`src/rtl/pipe_pkg.sv`:
```
// rtl/pipe_pkg.sv - shared types and encodings for the pipeline hazard controller
//
// Purpose : operand-source select encodings, default register-number width,
//           the per-stage shadow entry and a stage-to-select helper used by
//           pipe_hazard_ctrl and hazard_src_cmp.
// Ports   : none (package).
package pipe_pkg;

  localparam int REG_AW_DEF = 5;

  // Widest register number a shadow entry can hold. Narrower register
  // numbers are zero-extended into it, so REG_AW must not exceed RN_W.
  localparam int RN_W = 8;

  localparam logic [1:0] FWD_RF  = 2'b00;  // register file
  localparam logic [1:0] FWD_EX  = 2'b01;  // EX ALU result
  localparam logic [1:0] FWD_MEM = 2'b10;  // MEM ALU result
  localparam logic [1:0] FWD_LD  = 2'b11;  // MEM load data

  typedef struct packed {
    logic            wreg;
    logic            m2reg;
    logic [RN_W-1:0] rn;
  } shadow_t;

  typedef enum logic [1:0] {
    ST_EX  = 2'd0,
    ST_MEM = 2'd1,
    ST_WB  = 2'd2
  } stage_e;

  // Operand source for a producer found in stage st. A WB producer is read
  // straight from the regfile because the write lands before the read.
  function automatic logic [1:0] fwd_for_stage(input stage_e st, input logic is_load);
    case (st)
      ST_EX:   fwd_for_stage = FWD_EX;
      ST_MEM:  fwd_for_stage = is_load ? FWD_LD : FWD_MEM;
      default: fwd_for_stage = FWD_RF;
    endcase
  endfunction

endpackage

```
`src/rtl/hazard_src_cmp.sv`:
```
// rtl/hazard_src_cmp.sv - per-source dependence check against the EX/MEM/WB shadows
//
// Purpose : decides, for one source operand of the ID instruction, where its
//           value comes from and whether ID must stall for it.
// Macro   : PIPE_FWD_EN - when defined, forwarding selects are produced and
//           only load-use stalls; otherwise fwd is 00 and any EX/MEM
//           dependence stalls.
// Ports   : src, src_used   - source register number and its read flag
//           ex, mem, wb     - shadow entries of the later stages
//           fwd             - operand-source select
//           stall_req       - this source needs ID held this cycle
module hazard_src_cmp
  import pipe_pkg::*;
#(
  parameter int REG_AW = REG_AW_DEF
) (
  input  logic [REG_AW-1:0] src,
  input  logic              src_used,
  input  shadow_t           ex,
  input  shadow_t           mem,
  input  shadow_t           wb,
  output logic [1:0]        fwd,
  output logic              stall_req
);

  logic [RN_W-1:0] src_w;
  logic            ex_hit;
  logic            mem_hit;

  assign src_w = RN_W'(src);

  // r0 is hard-wired zero, so a producer targeting it never creates a dependence.
  assign ex_hit  = src_used & ex.wreg  & (ex.rn  != '0) & (ex.rn  == src_w);
  assign mem_hit = src_used & mem.wreg & (mem.rn != '0) & (mem.rn == src_w);

`ifdef PIPE_FWD_EN
  logic wb_hit;

  assign wb_hit = src_used & wb.wreg & (wb.rn != '0) & (wb.rn == src_w);

  // Youngest producer wins: EX beats MEM beats WB.
  always_comb begin
    fwd = FWD_RF;
    if (ex_hit)       fwd = fwd_for_stage(ST_EX, ex.m2reg);
    else if (mem_hit) fwd = fwd_for_stage(ST_MEM, mem.m2reg);
    else if (wb_hit)  fwd = fwd_for_stage(ST_WB, wb.m2reg);
  end

  // Load data is not available until the end of MEM.
  assign stall_req = ex_hit & ex.m2reg;
`else
  assign fwd       = FWD_RF;
  assign stall_req = ex_hit | mem_hit;
`endif

endmodule

```
`src/rtl/pipe_hazard_ctrl.sv`:
```
// rtl/pipe_hazard_ctrl.sv - stall, bubble, flush and forwarding control for a 5-stage pipeline
//
// Purpose : tracks {wreg, m2reg, rn} of the instructions in EX, MEM and WB and
//           compares them against the ID instruction's sources.
// Macro   : PIPE_FWD_EN - enables operand forwarding (see hazard_src_cmp).
// Ports   : clk, clr                    - clock, async active-high reset
//           id_rs/id_rt, *_used         - ID source registers and read flags
//           id_wreg, id_m2reg, id_rn    - ID writeback/load flags, destination
//           id_branch, id_jump, br_taken- control-transfer info of ID
//           stall, bubble, flush        - pipeline control (combinational)
//           fwda, fwdb                  - operand-source selects (combinational)
//           stall_cnt                   - saturating count of stall cycles
module pipe_hazard_ctrl
  import pipe_pkg::*;
#(
  parameter int REG_AW = REG_AW_DEF
) (
  input  logic              clk,
  input  logic              clr,
  input  logic [REG_AW-1:0] id_rs,
  input  logic [REG_AW-1:0] id_rt,
  input  logic              id_rs_used,
  input  logic              id_rt_used,
  input  logic              id_wreg,
  input  logic              id_m2reg,
  input  logic [REG_AW-1:0] id_rn,
  input  logic              id_branch,
  input  logic              id_jump,
  input  logic              br_taken,
  output logic              stall,
  output logic              bubble,
  output logic              flush,
  output logic [1:0]        fwda,
  output logic [1:0]        fwdb,
  output logic [15:0]       stall_cnt
);

  localparam logic [15:0] CNT_MAX = 16'hFFFF;

  shadow_t    id_entry;
  shadow_t    ex_q;
  shadow_t    mem_q;
  shadow_t    wb_q;
  logic [1:0] fwd_rs;
  logic [1:0] fwd_rt;
  logic       req_rs;
  logic       req_rt;
  logic       hazard;
  logic       redirect;

  always_comb begin
    id_entry       = '0;
    id_entry.wreg  = id_wreg;
    id_entry.m2reg = id_m2reg;
    id_entry.rn    = RN_W'(id_rn);
  end

  hazard_src_cmp #(.REG_AW(REG_AW)) u_cmp_rs (
    .src       (id_rs),
    .src_used  (id_rs_used),
    .ex        (ex_q),
    .mem       (mem_q),
    .wb        (wb_q),
    .fwd       (fwd_rs),
    .stall_req (req_rs)
  );

  hazard_src_cmp #(.REG_AW(REG_AW)) u_cmp_rt (
    .src       (id_rt),
    .src_used  (id_rt_used),
    .ex        (ex_q),
    .mem       (mem_q),
    .wb        (wb_q),
    .fwd       (fwd_rt),
    .stall_req (req_rt)
  );

  assign hazard   = req_rs | req_rt;
  assign redirect = (id_branch & br_taken) | id_jump;

  // A stalled branch keeps IF/ID alive; it redirects once its operands are ready.
  assign stall  = ~clr & hazard;
  assign bubble = stall;
  assign flush  = ~clr & ~hazard & redirect;
  assign fwda   = clr ? FWD_RF : fwd_rs;
  assign fwdb   = clr ? FWD_RF : fwd_rt;

  always_ff @(posedge clk or posedge clr) begin
    if (clr) begin
      ex_q      <= '0;
      mem_q     <= '0;
      wb_q      <= '0;
      stall_cnt <= '0;
    end else begin
      ex_q  <= bubble ? '0 : id_entry;
      mem_q <= ex_q;
      wb_q  <= mem_q;
      if (stall && (stall_cnt != CNT_MAX)) stall_cnt <= stall_cnt + 16'd1;
    end
  end

endmodule
```
`config.mk`:
```
export PLATFORM = sky130hd
export DESIGN_NAME = pipe_hazard_ctrl
export DESIGN_NICKNAME = d
export VERILOG_FILES = /design/src/rtl/pipe_pkg.sv /design/src/rtl/hazard_src_cmp.sv /design/src/rtl/pipe_hazard_ctrl.sv
export SDC_FILE = /design/constraint.sdc
export NUM_CORES = 1
export LEC_CHECK = 0
export CAP_MARGIN = 20
export CORE_UTILIZATION = 41
export CTS_CLUSTER_DIAMETER = 150
export CTS_CLUSTER_SIZE = 12
export DETAILED_ROUTE_END_ITERATION = 10
export PLACE_DENSITY = 0.73
export SYNTH_ARGS = -nofsm -noshare
export SYNTH_HDL_FRONTEND = slang
export SYNTH_SLANG_ARGS = --single-unit
```
`constraint.sdc`:
```
create_clock -name clk -period 2.1 [get_ports clk]
set_clock_uncertainty 0.05 [all_clocks]
set_input_delay 0.42 -clock clk [delete_from_list [all_inputs] [get_ports clk]]
set_output_delay 0.42 -clock clk [all_outputs]
set_load 0.1 [all_outputs]
```
==> run metrics, run 1 <==
library cells used by synthesis 30; GRT overflow 0; storage element area around 720 um^2; hold_buf cts 0; post-synthesis cell count roughly 130; clk slew on worst S/H paths roughly 0.14 ns; final-report setup violation count 25; crit path DAT 2.16 ns; fillcell total 245; Multi-input gate area slightly below 900 um^2; register area share after synthesis 0.475; H-tree depth 1; CP max-delay cell dfrtp_1; CTS tree built; ANT nets after route 0; Port Buffers 41; # IOs between 40 and 50; Avg Inst Size Synth ~11 um^2; CP max FO 3; slowest stage delay, CP 0.44 ns; final wirelength 3.53 mm; Antenna Cells 0; CP startpoint kind register; most used cell, CP buf_12; YS warnings 0; Layout area overhead 57.5%; ranking of synthesized cells by area dfrtp_1, xor2_1, xnor2_1; DP Wirelength approximately 2.4 mm; DR pass1 iterations 4; worst reg2reg path endpoint stall_cnt[1]; Pwr per Cell Area ~560 mW/mm^2; Die Span X just over 60 um; TNS Setup -6.86 ns; placeable core area approximately 0.0034 mm^2; violated checks setup timing; post-route cell area about 0.0023 mm^2; Fmax achieved between 300 and 400 MHz; Synth Flop Type dfrtp_1; vias in the first global route between 1000 and 1500; Synth Register Bits 28; DRC 0; CP Capture Type primary output; Setup WS post-layout -0.526 ns; synthesized area ~0.0015 mm^2; most frequent cell after synthesis dfrtp_1; Max Cap Viol 0; Crit Path Class reg -> out; RD Place Congestion 0.796; post-synthesis async set-or-reset flop share 1.00; All-Layer GR Usage 0.183; Place WS -0.627 ns; first-pass GRT wire length 4.98 mm; via count 1218; Post-synth EDFFs 0; Worst path depth 6; RR Startpoint ex_q[4]; worst-path cell chain xor2_1 > nor4_2 > a32oi_2 > o32ai_4 > buf_12 > buf_12; total power ~1.3 mW; Die Y roughly 62 um; vias per cell ~5; post-synth top area cell dfrtp_1; Synth top area share 0.475; share of layout cells above drive strength 1 0.439; crit path buf inv count 2; max-slew violations 0; Die Area a little under 0.004 mm^2; post-layout net count approximately 220; Starting Density 0.436; status complete, but fails checks; period utilization 1.25; DR iter-0 viols 44; critical path's top delay family compound AO/OA/AOI/OAI gates; RSZ-0062 raised after global routing yes; CP Launch Point ex_q[4]; Worst Setup EP bubble; most instantiated cells after synthesis dfrtp_1, xor2_1, xnor2_1; VDD IR-drop max approximately 0.6 mV; final hold vios 0; Rows 21; initial antenna violation count 0; CTS root buf clkbuf_4; Tmin final 2.63 ns; Worst Hold Class reg -> reg; CTS Buffer Depth 2; CTS sink count 28; R2R depth 9; per-cell routed wire length 14.6 um; reg2reg setup slack -0.40 ns; largest net degree at the start of global routing 29; CTS Buf Count 3; clk_lat worst skew 0.33 ns; Critical Path RT roughly 1.6 ns; Placed Area roughly 0.0021 mm^2; final hold slack 0.418 ns; LEAKAGE 1.06 nW
==> placed cells by master (no fill, tap or decap), types with 2 or more instances in the layout <==
| cell | n |
|---|---|
| nand4_1 | 5 |
| and3_1 | 9 |
| nand2b_1 | 2 |
| nor4_2 | 2 |
| dfrtp_2 | 10 |
| xor2_1 | 15 |
| or4_4 | 2 |
| buf_4 | 33 |
| dfrtp_4 | 2 |
| nor4_1 | 2 |
| xor2_2 | 2 |
| dfrtp_1 | 16 |
| clkbuf_4 | 3 |
| and2_4 | 2 |
| mux2_4 | 2 |
| buf_6 | 5 |
| nor2b_1 | 5 |
| dlymetal6s2s_1 | 5 |
| nand3_1 | 5 |
| and2_1 | 2 |
| nand2_1 | 3 |
| clkdlybuf4s50_1 | 12 |
| a32oi_2 | 2 |
| buf_12 | 4 |
| dlygate4sd2_1 | 5 |
| o21ai_4 | 2 |
| xnor2_1 | 15 |
| nand3_2 | 5 |
| conb_1 | 4 |
==> registers in the layout, summed over array words and instances, names as in the netlist <==
register and flops:
ex_q 6, stall_cnt 16, mem_q 6
==> per-stage QoR <==
step,util,instances
floorplan,-,135
global placement,0.619,232
detailed placement,0.619,232
CTS,0.646,239
global route,0.686,242
finish,0.686,242
==> area by class of cell <==
cell class / count / area share
clock buffer: 4 / 0.0156
inverter: 2 / 0.00484
multi-input combinational: 97 / 0.376
sequential: 28 / 0.310
tap: 46 / 0.0247
timing repair buffer: 65 / 0.269
==> logic make-up after synthesis <==
logic type               share of synthesized area
XOR/XNOR                                     0.196
buffers and inverters                       0.0458
adder cells (fa/ha/maj)                    0.00847
AND/OR/NAND/NOR                              0.203
other                                      0.00254
multiplexers                                0.0254
AO/OA/AOI/OAI                               0.0449
flip-flops                                   0.475
==> worst min path at each step <==
stage / from / endpoint / cells past startpoint
after floorplan: clr / ex_q[0] / 1
after global placement: ex_q[9] / mem_q[9] / 0
after detailed placement: ex_q[9] / mem_q[9] / 0
after CTS: ex_q[9] / mem_q[9] / 0
after global routing: ex_q[9] / mem_q[9] / 0
final: ex_q[9] / mem_q[9] / 0
==> metal layers <==
metal  up-vias  global-route usage  part of all wire
met3        11              0.0248             0.053
met5         -                   0                 0
met2        46               0.310              0.50
met1       587               0.232              0.41
li1        574                   -                 -
met4         0              0.0857             0.029
==> power by group <==
| part | switching [mW] | internal [mW] | total [mW] |
|---|---|---|---|
| combinational | 0.262 | 0.150 | 0.412 |
| sequential | 0.0443 | 0.579 | 0.623 |
| clock | 0.154 | 0.106 | 0.260 |
==> timing repair <==
action | in CTS | in global routing
setup buffers | 3 | 3
resized for setup | 12 | 25
endpoints found under the hold margin | 0 | 0
pin swaps | 8 | 11
setup endpoints to repair | 19 | 25
No activity file was read; power rests on OpenSTA's default activity.
==> run 2: changes to the inputs <==
--- a/config.mk
+++ b/config.mk
@@ -8,7 +8,7 @@
 export CAP_MARGIN = 20
 export CORE_UTILIZATION = 41
 export CTS_CLUSTER_DIAMETER = 150
-export CTS_CLUSTER_SIZE = 12
+export CTS_CLUSTER_SIZE = 8
 export DETAILED_ROUTE_END_ITERATION = 10
 export PLACE_DENSITY = 0.73
 export SYNTH_ARGS = -nofsm -noshare
==> results of run 2 <==
Same layout as run 1: the final DEF is identical, and so are final timing and power.
